[src/rtl/pgm_distributed_sync_fifo_v1_2.sv]
// rtl/pgm_distributed_sync_fifo_v1_2.sv - single-clock distributed-RAM FIFO, optional FWFT read path.
// Optional per-word parity protection is enabled by defining PGM_SFIFO_PARITY_EN.
module pgm_distributed_sync_fifo_v1_2 #(
  parameter int ADDR_WIDTH       = 5,
  parameter int DATA_WIDTH       = 32,
  parameter int FWFT             = 0,
  parameter int ALMOST_FULL_NUM  = 4,
  parameter int ALMOST_EMPTY_NUM = 4
) (
  input  logic                  clk,
  input  logic                  rst,
  input  logic [DATA_WIDTH-1:0] wr_data,
  input  logic                  wr_en,
  input  logic                  err_inj,
  output logic                  full,
  output logic                  almost_full,
  input  logic                  rd_en,
  output logic [DATA_WIDTH-1:0] rd_data,
  output logic                  empty,
  output logic                  almost_empty,
  output logic [ADDR_WIDTH:0]   water_level,
  output logic                  overflow,
  output logic                  underflow,
  output logic                  parity_err
);

  localparam int DEPTH = 1 << ADDR_WIDTH;
  localparam int LW    = ADDR_WIDTH + 1;
  localparam logic [ADDR_WIDTH:0] DEPTH_L = LW'(DEPTH);
  localparam logic [ADDR_WIDTH:0] AF_TH   = LW'(DEPTH - ALMOST_FULL_NUM);
  localparam logic [ADDR_WIDTH:0] AE_TH   = LW'(ALMOST_EMPTY_NUM);
`ifdef PGM_SFIFO_PARITY_EN
  localparam int MEM_W = DATA_WIDTH + 1;
`else
  localparam int MEM_W = DATA_WIDTH;
`endif

  logic [MEM_W-1:0]    mem_q [DEPTH];
  logic [MEM_W-1:0]    wr_word;
  logic [MEM_W-1:0]    rd_word;
  logic [ADDR_WIDTH:0] wr_ptr_q, wr_ptr_d;
  logic [ADDR_WIDTH:0] rd_ptr_q, rd_ptr_d;
  logic [ADDR_WIDTH:0] level_q, level_d;
  logic                full_q, full_d;
  logic                afull_q, afull_d;
  logic                empty_q, empty_d;
  logic                aempty_q, aempty_d;
  logic                ovf_q, unf_q;
  logic                wr_acc, rd_acc;

  // Acceptance is decided on the registered flags, so limit collisions resolve deterministically.
  assign wr_acc = wr_en & ~full_q;
  assign rd_acc = rd_en & ~empty_q;

  assign rd_word = mem_q[rd_ptr_q[ADDR_WIDTH-1:0]];

`ifdef PGM_SFIFO_PARITY_EN
  logic perr_q;

  assign wr_word = {(^wr_data) ^ err_inj, wr_data};

  always_ff @(posedge clk) begin
    if (rst) begin
      perr_q <= 1'b0;
    end else begin
      perr_q <= rd_acc & (^rd_word);
    end
  end

  assign parity_err = perr_q;
`else
  logic unused_err_inj;

  assign wr_word        = wr_data;
  assign unused_err_inj = err_inj;
  assign parity_err     = 1'b0;
`endif

  always_comb begin
    wr_ptr_d = wr_ptr_q;
    rd_ptr_d = rd_ptr_q;
    level_d  = level_q;
    if (wr_acc) begin
      wr_ptr_d = wr_ptr_q + 1'b1;
    end
    if (rd_acc) begin
      rd_ptr_d = rd_ptr_q + 1'b1;
    end
    if (wr_acc && !rd_acc) begin
      level_d = level_q + 1'b1;
    end else if (rd_acc && !wr_acc) begin
      level_d = level_q - 1'b1;
    end
    full_d   = (level_d == DEPTH_L);
    afull_d  = (level_d >= AF_TH);
    empty_d  = (level_d == '0);
    aempty_d = (level_d <= AE_TH);
  end

  // Storage is deliberately left out of reset so it maps onto LUT RAM.
  always_ff @(posedge clk) begin
    if (wr_acc && !rst) begin
      mem_q[wr_ptr_q[ADDR_WIDTH-1:0]] <= wr_word;
    end
  end

  always_ff @(posedge clk) begin
    if (rst) begin
      wr_ptr_q <= '0;
      rd_ptr_q <= '0;
      level_q  <= '0;
      full_q   <= 1'b0;
      afull_q  <= 1'b0;
      empty_q  <= 1'b1;
      aempty_q <= 1'b1;
      ovf_q    <= 1'b0;
      unf_q    <= 1'b0;
    end else begin
      wr_ptr_q <= wr_ptr_d;
      rd_ptr_q <= rd_ptr_d;
      level_q  <= level_d;
      full_q   <= full_d;
      afull_q  <= afull_d;
      empty_q  <= empty_d;
      aempty_q <= aempty_d;
      ovf_q    <= wr_en & full_q;
      unf_q    <= rd_en & empty_q;
    end
  end

  generate
    if (FWFT != 0) begin : g_fwft
      assign rd_data = rd_word[DATA_WIDTH-1:0];
    end else begin : g_reg
      logic [DATA_WIDTH-1:0] rd_data_q;

      always_ff @(posedge clk) begin
        if (rst) begin
          rd_data_q <= '0;
        end else if (rd_acc) begin
          rd_data_q <= rd_word[DATA_WIDTH-1:0];
        end
      end

      assign rd_data = rd_data_q;
    end
  endgenerate

  assign full         = full_q;
  assign almost_full  = afull_q;
  assign empty        = empty_q;
  assign almost_empty = aempty_q;
  assign water_level  = level_q;
  assign overflow     = ovf_q;
  assign underflow    = unf_q;

endmodule

[config.mk]
export PLATFORM = sky130hd
export DESIGN_NAME = pgm_distributed_sync_fifo_v1_2
export DESIGN_NICKNAME = d
export VERILOG_FILES = /design/src/rtl/pgm_distributed_sync_fifo_v1_2.sv
export SDC_FILE = /design/constraint.sdc
export NUM_CORES = 1
export LEC_CHECK = 0
export CAP_MARGIN = 15
export CORE_UTILIZATION = 42
export CTS_CLUSTER_DIAMETER = 50
export DETAILED_ROUTE_END_ITERATION = 8
export RECOVER_POWER = 50
export SYNTH_ARGS = -nofsm -noshare
export SYNTH_HDL_FRONTEND = slang
export SYNTH_SLANG_ARGS = --single-unit
export TNS_END_PERCENT = 100
[constraint.sdc]
create_clock -name clk -period 3.76 [get_ports clk]
set_clock_uncertainty 0.2 [all_clocks]
set_input_delay 0.564 -clock clk [delete_from_list [all_inputs] [get_ports clk]]
set_output_delay 0.564 -clock clk [all_outputs]
set_load 0.05 [all_outputs]
* Word level (Yosys, flattened, before mapping)
Memories as Yosys holds them, arrays and structs flattened. A register that Yosys moved wholly into a read port is not among the register bits.
Index checks and enable logic that the tools add are counted.
** Word-level totals
- Bits in registers :: 24
- Memory bits (writable) :: 1024
- Bits of input ports :: 37
- Output and inout port bits :: 45
- Word-level logic and storage cells :: 34
- Memories :: 1
** Memories
- mem_q :: depth 32, bits a word 32, rd ports 1, clocked after memory_dff 1, write ports 1, RTL line 38 : logic [MEM_W-1:0] mem_q [DEPTH];
** Operators by class
- Add/sub/neg operators :: 4
- Order comparisons :: 2
- Equal/unequal tests :: 1
- Muxes and demuxes :: 4
- Bitwise operators :: 6
- Reduce and logical (&&, ||, !) cells :: 7
** Operators by type and width (number)
- $add A6 B1 Y6 const B :: 3
- $mux W6 :: 2
- $eq A6 B6 Y1 const B :: 1
- $ge A6 B5 Y1 const B :: 1
- $le A6 B3 Y1 const B :: 1
- $logic_not A6 Y1 :: 1
- $sub A6 B1 Y6 const B :: 1
- $and A1 B1 Y1 :: 4
- $logic_and A1 B1 Y1 :: 3
- $logic_not A1 Y1 :: 3
- $mux W1 :: 2
- $not A1 Y1 :: 2

* Logic depth before layout (Yosys ltp)
- Depth in word-level cells :: 7
- Depth in mapped cells :: 10
- Mapped depth without buffers :: 7

* Worst setup path after synthesis
OpenSTA, ideal clock, no wires.
- Path kind :: register to register
- From :: register full_q, in the netlist full
- To :: memory mem_q[30][0] in the netlist's numbering (enable)
- Library setup time :: 421 ps
- Arrival :: 2550 ps
- Data required time :: 3139 ps
- Setup slack :: 588 ps
- Stages on the path, launching flop included :: 5
- Buffers on the path :: 0
- Period minus slack after synthesis :: 3172 ps
- Cells stage by stage :: dfxtp_1 nand2b_1 nor2_1 nand2_1 nor2_1
** On the way
- Word-level cells in the longest chain between the ends :: 5
** RTL lines
- from (decl) :: RTL line 44 : logic full_q, full_d;
- from (signal assigned) :: RTL line 122 : full_q <= full_d;
- $not A1 Y1 :: RTL line 52 : assign wr_acc = wr_en & ~full_q;
- $and A1 B1 Y1 :: RTL line 52
- $logic_and A1 B1 Y1 :: RTL line 102 : if (wr_acc && !rst) begin
- $mux W1 :: RTL line 102
- $mux W1 (not written as such) :: RTL line 103 : mem_q[wr_ptr_q[ADDR_WIDTH-1:0]] <= wr_word;
- to (decl) :: RTL line 38
No other way between the ends.

==> run metrics <==
Crit path required time=4.13 ns; max_cap viols=2; Pins Over Slew Limit=66; DRT iter0 DRCs=1,867; Psw=6.27 mW; layout cell share with drive strength beyond 1=0.234; startpoint class of the critical path=flip-flop; top-area cell type share of the netlist area=0.753; Clk pin slew, worst setup/hold paths=0.06 ns; Async S/R FF share, synth=0; Detailed Route WL=98.7 mm; Port Buffers=79; Synthesized Nets=1,958; worst rel slew slack=-0.0529; # IOs=82; DR vias=20,200; WS Path Type=flip-flop to flip-flop; Logic pwr share=0.106; Avg Cell Area, Syn=21.3 µm²; Worst Tran Pin Value=1.58 ns; Total GRT Usage=0.202; flops & latches, synth=1,078; worst skew pair latency=roughly 0.68 ns; count of different cell masters after synthesis=41; Hold WC Path Type=flip-flop to flip-flop; antenna violations before repair=1; core area=around 0.096 mm²; first-pass GRT wire length=143 mm; sequential share of power=0.492; Worst IR Drop VDD=357 µV; die span in y=314 µm; status=finished with violations; n_diodes=0; TritonCTS Buffers=116; Tmin final=3.27 ns; top cells by instance count after synthesis=edfxtp_1, mux4_2, mux2i_1; Clock Sinks=1,078; # fillers=7,634; Cells after Synth=1,914; Int Power=around 21 mW; final hold slack=0.265 ns; final setup violation count=0; Pwr Density=around 570 mW/mm²; Worst EP arrival=3.64 ns; # rows=113; Clock Tree Buf Depth=3; drt wl/cell=28.3 µm; GPL Wtd Cong=0.757; Sw Ratio=0.231; synth warn=0; DRT Pass-1 Iters=7; Die X=about 310 µm; Seq/Total Area, Yosys=0.780; CTS tree=built; vias in the first global route=20,800; setup TNS=0 ns; area delta synth->final=16.9%; cts repair resizes=0; buffer count from post-CTS setup fixing=0; fmax=306 MHz; clock power share=0.402; Final Hold Fails=0; largest net degree at the start of global routing=64; NumNets Final=about 2,200; Final period util=0.870; ANT nets after route=0; cts hold-fix bufs=0; Starting Density=0.427; H-Tree Depth=3; Leakage=approximately 15 nW; EDFF count, synth=slightly above 1,000; final core utilization=0.499; top post-synthesis cells by area=edfxtp_1, mux4_2, mux2i_1; most common cell in the netlist=edfxtp_1; Worst Setup End Kind=flip-flop; mapped cell area=0.0408 mm²; die area=slightly below 0.1 mm²; failing checks=capacitance limit, slew limit; grt ovf=0; unrepaired setup endpoints after global routing=no; vias per std cell=5.79; post-detail-place hpwl=56.9 mm; Synth Flop Type=edfxtp_1; DRC viols=0; area leader, netlist=edfxtp_1; clock root buffer=clkbuf_16; Worst Path Max Fanout=12
## path summary, 6_finish.rpt
path | start | endpoint | slack (ns) | cells past startpoint
worst max-delay path | rd_ptr_q[0]$_SDFFE_PP0P_ | rd_data[28]$_SDFFE_PP0P_ | 0.49 | 6
worst min register to register | empty$_SDFF_PP1_ | underflow$_SDFF_PP0_ | 0.26 | 2
worst min-delay path | empty$_SDFF_PP1_ | underflow$_SDFF_PP0_ | 0.26 | 2
worst max register to register | rd_ptr_q[0]$_SDFFE_PP0P_ | rd_data[28]$_SDFFE_PP0P_ | 0.49 | 6
## registers in the layout (all words and copies together), names as in the netlist
signal / cells
empty: 1
wr_ptr_q: 5
rd_ptr_q: 5
rd_data: 32
overflow: 1
full: 1
mem_q: 1024
underflow: 1
almost_empty: 1
almost_full: 1
water_level: 6
## per-layer routing
metal	global-route usage	up-vias	wire length (µm)
li1	-	8500	-
met4	0.0601	2	2320
met5	0	-	12
met2	0.329	713	48400
met1	0.281	10800	41800
met3	0.0311	145	6130
## cells in the final DEF, fill, tap and decap left out, types with 40 or more instances in the layout
master and instances:
dfxtp_1 51, mux4_2 193, clkbuf_1 40, clkdlybuf4s50_1 44, a21oi_1 66, a22o_1 64
clkbuf_16 119, mux2i_1 127, buf_4 92, edfxtp_1 1024
## metrics by stage
step	cells	total power, mW	worst slack (ns)	area, µm²
4_1_cts	3480	27.4	0.642	47700
3_5_place_dp	3266	16.6	0.656	44100
3_3_place_gp	3266	16.5	0.664	44100
6_report	3486	27.2	0.490	47700
2_1_floorplan	1914	15.6	0.588	40800
5_1_grt	3486	28.1	0.297	47700
## layout make-up
class | count | area (µm²) | area share
tap | 1265 | 1580 | 0.0332
inverter | 5 | 18.8 | 0.000394
timing repair buffer | 208 | 1950 | 0.0408
sequential | 1078 | 31800 | 0.668
multi-input combinational | 716 | 8630 | 0.181
clock buffer | 144 | 3090 | 0.0648
clock inverter | 70 | 579 | 0.0121
## worst max-delay path, stage by stage (launching register included)
cell and delay [ns]:
dfxtp_1 0.62, buf_4 0.36, mux4_2 0.54, a22o_1 0.25
a2111oi_0 0.66, a21oi_1 0.28, a22o_1 0.25
## power by group through the flow
stage | combinational, mW | sequential [mW] | clock (mW)
final | 2.88 | 13.4 | 10.9
after global routing | 3.07 | 13.4 | 11.6
after CTS | 2.94 | 13.4 | 11.1
after detailed placement | 2.93 | 13.6 | 0
after global placement | 2.88 | 13.6 | 0
after floorplan | 1.79 | 13.9 | 0
## cell families (layout without fill, tap and decap cells)
family	Yosys count	count (layout)	share of synthesized area
compound gates	268	268	0.0504
other cells	1	1	0.0000919
simple gates	106	106	0.0117
buf+inv	120	427	0.0151
xor+xnor	14	14	0.00300
flops	1078	1078	0.780
mux	320	320	0.138
fa+ha+maj	7	7	0.00215
(Power assumes the default switching activity.)
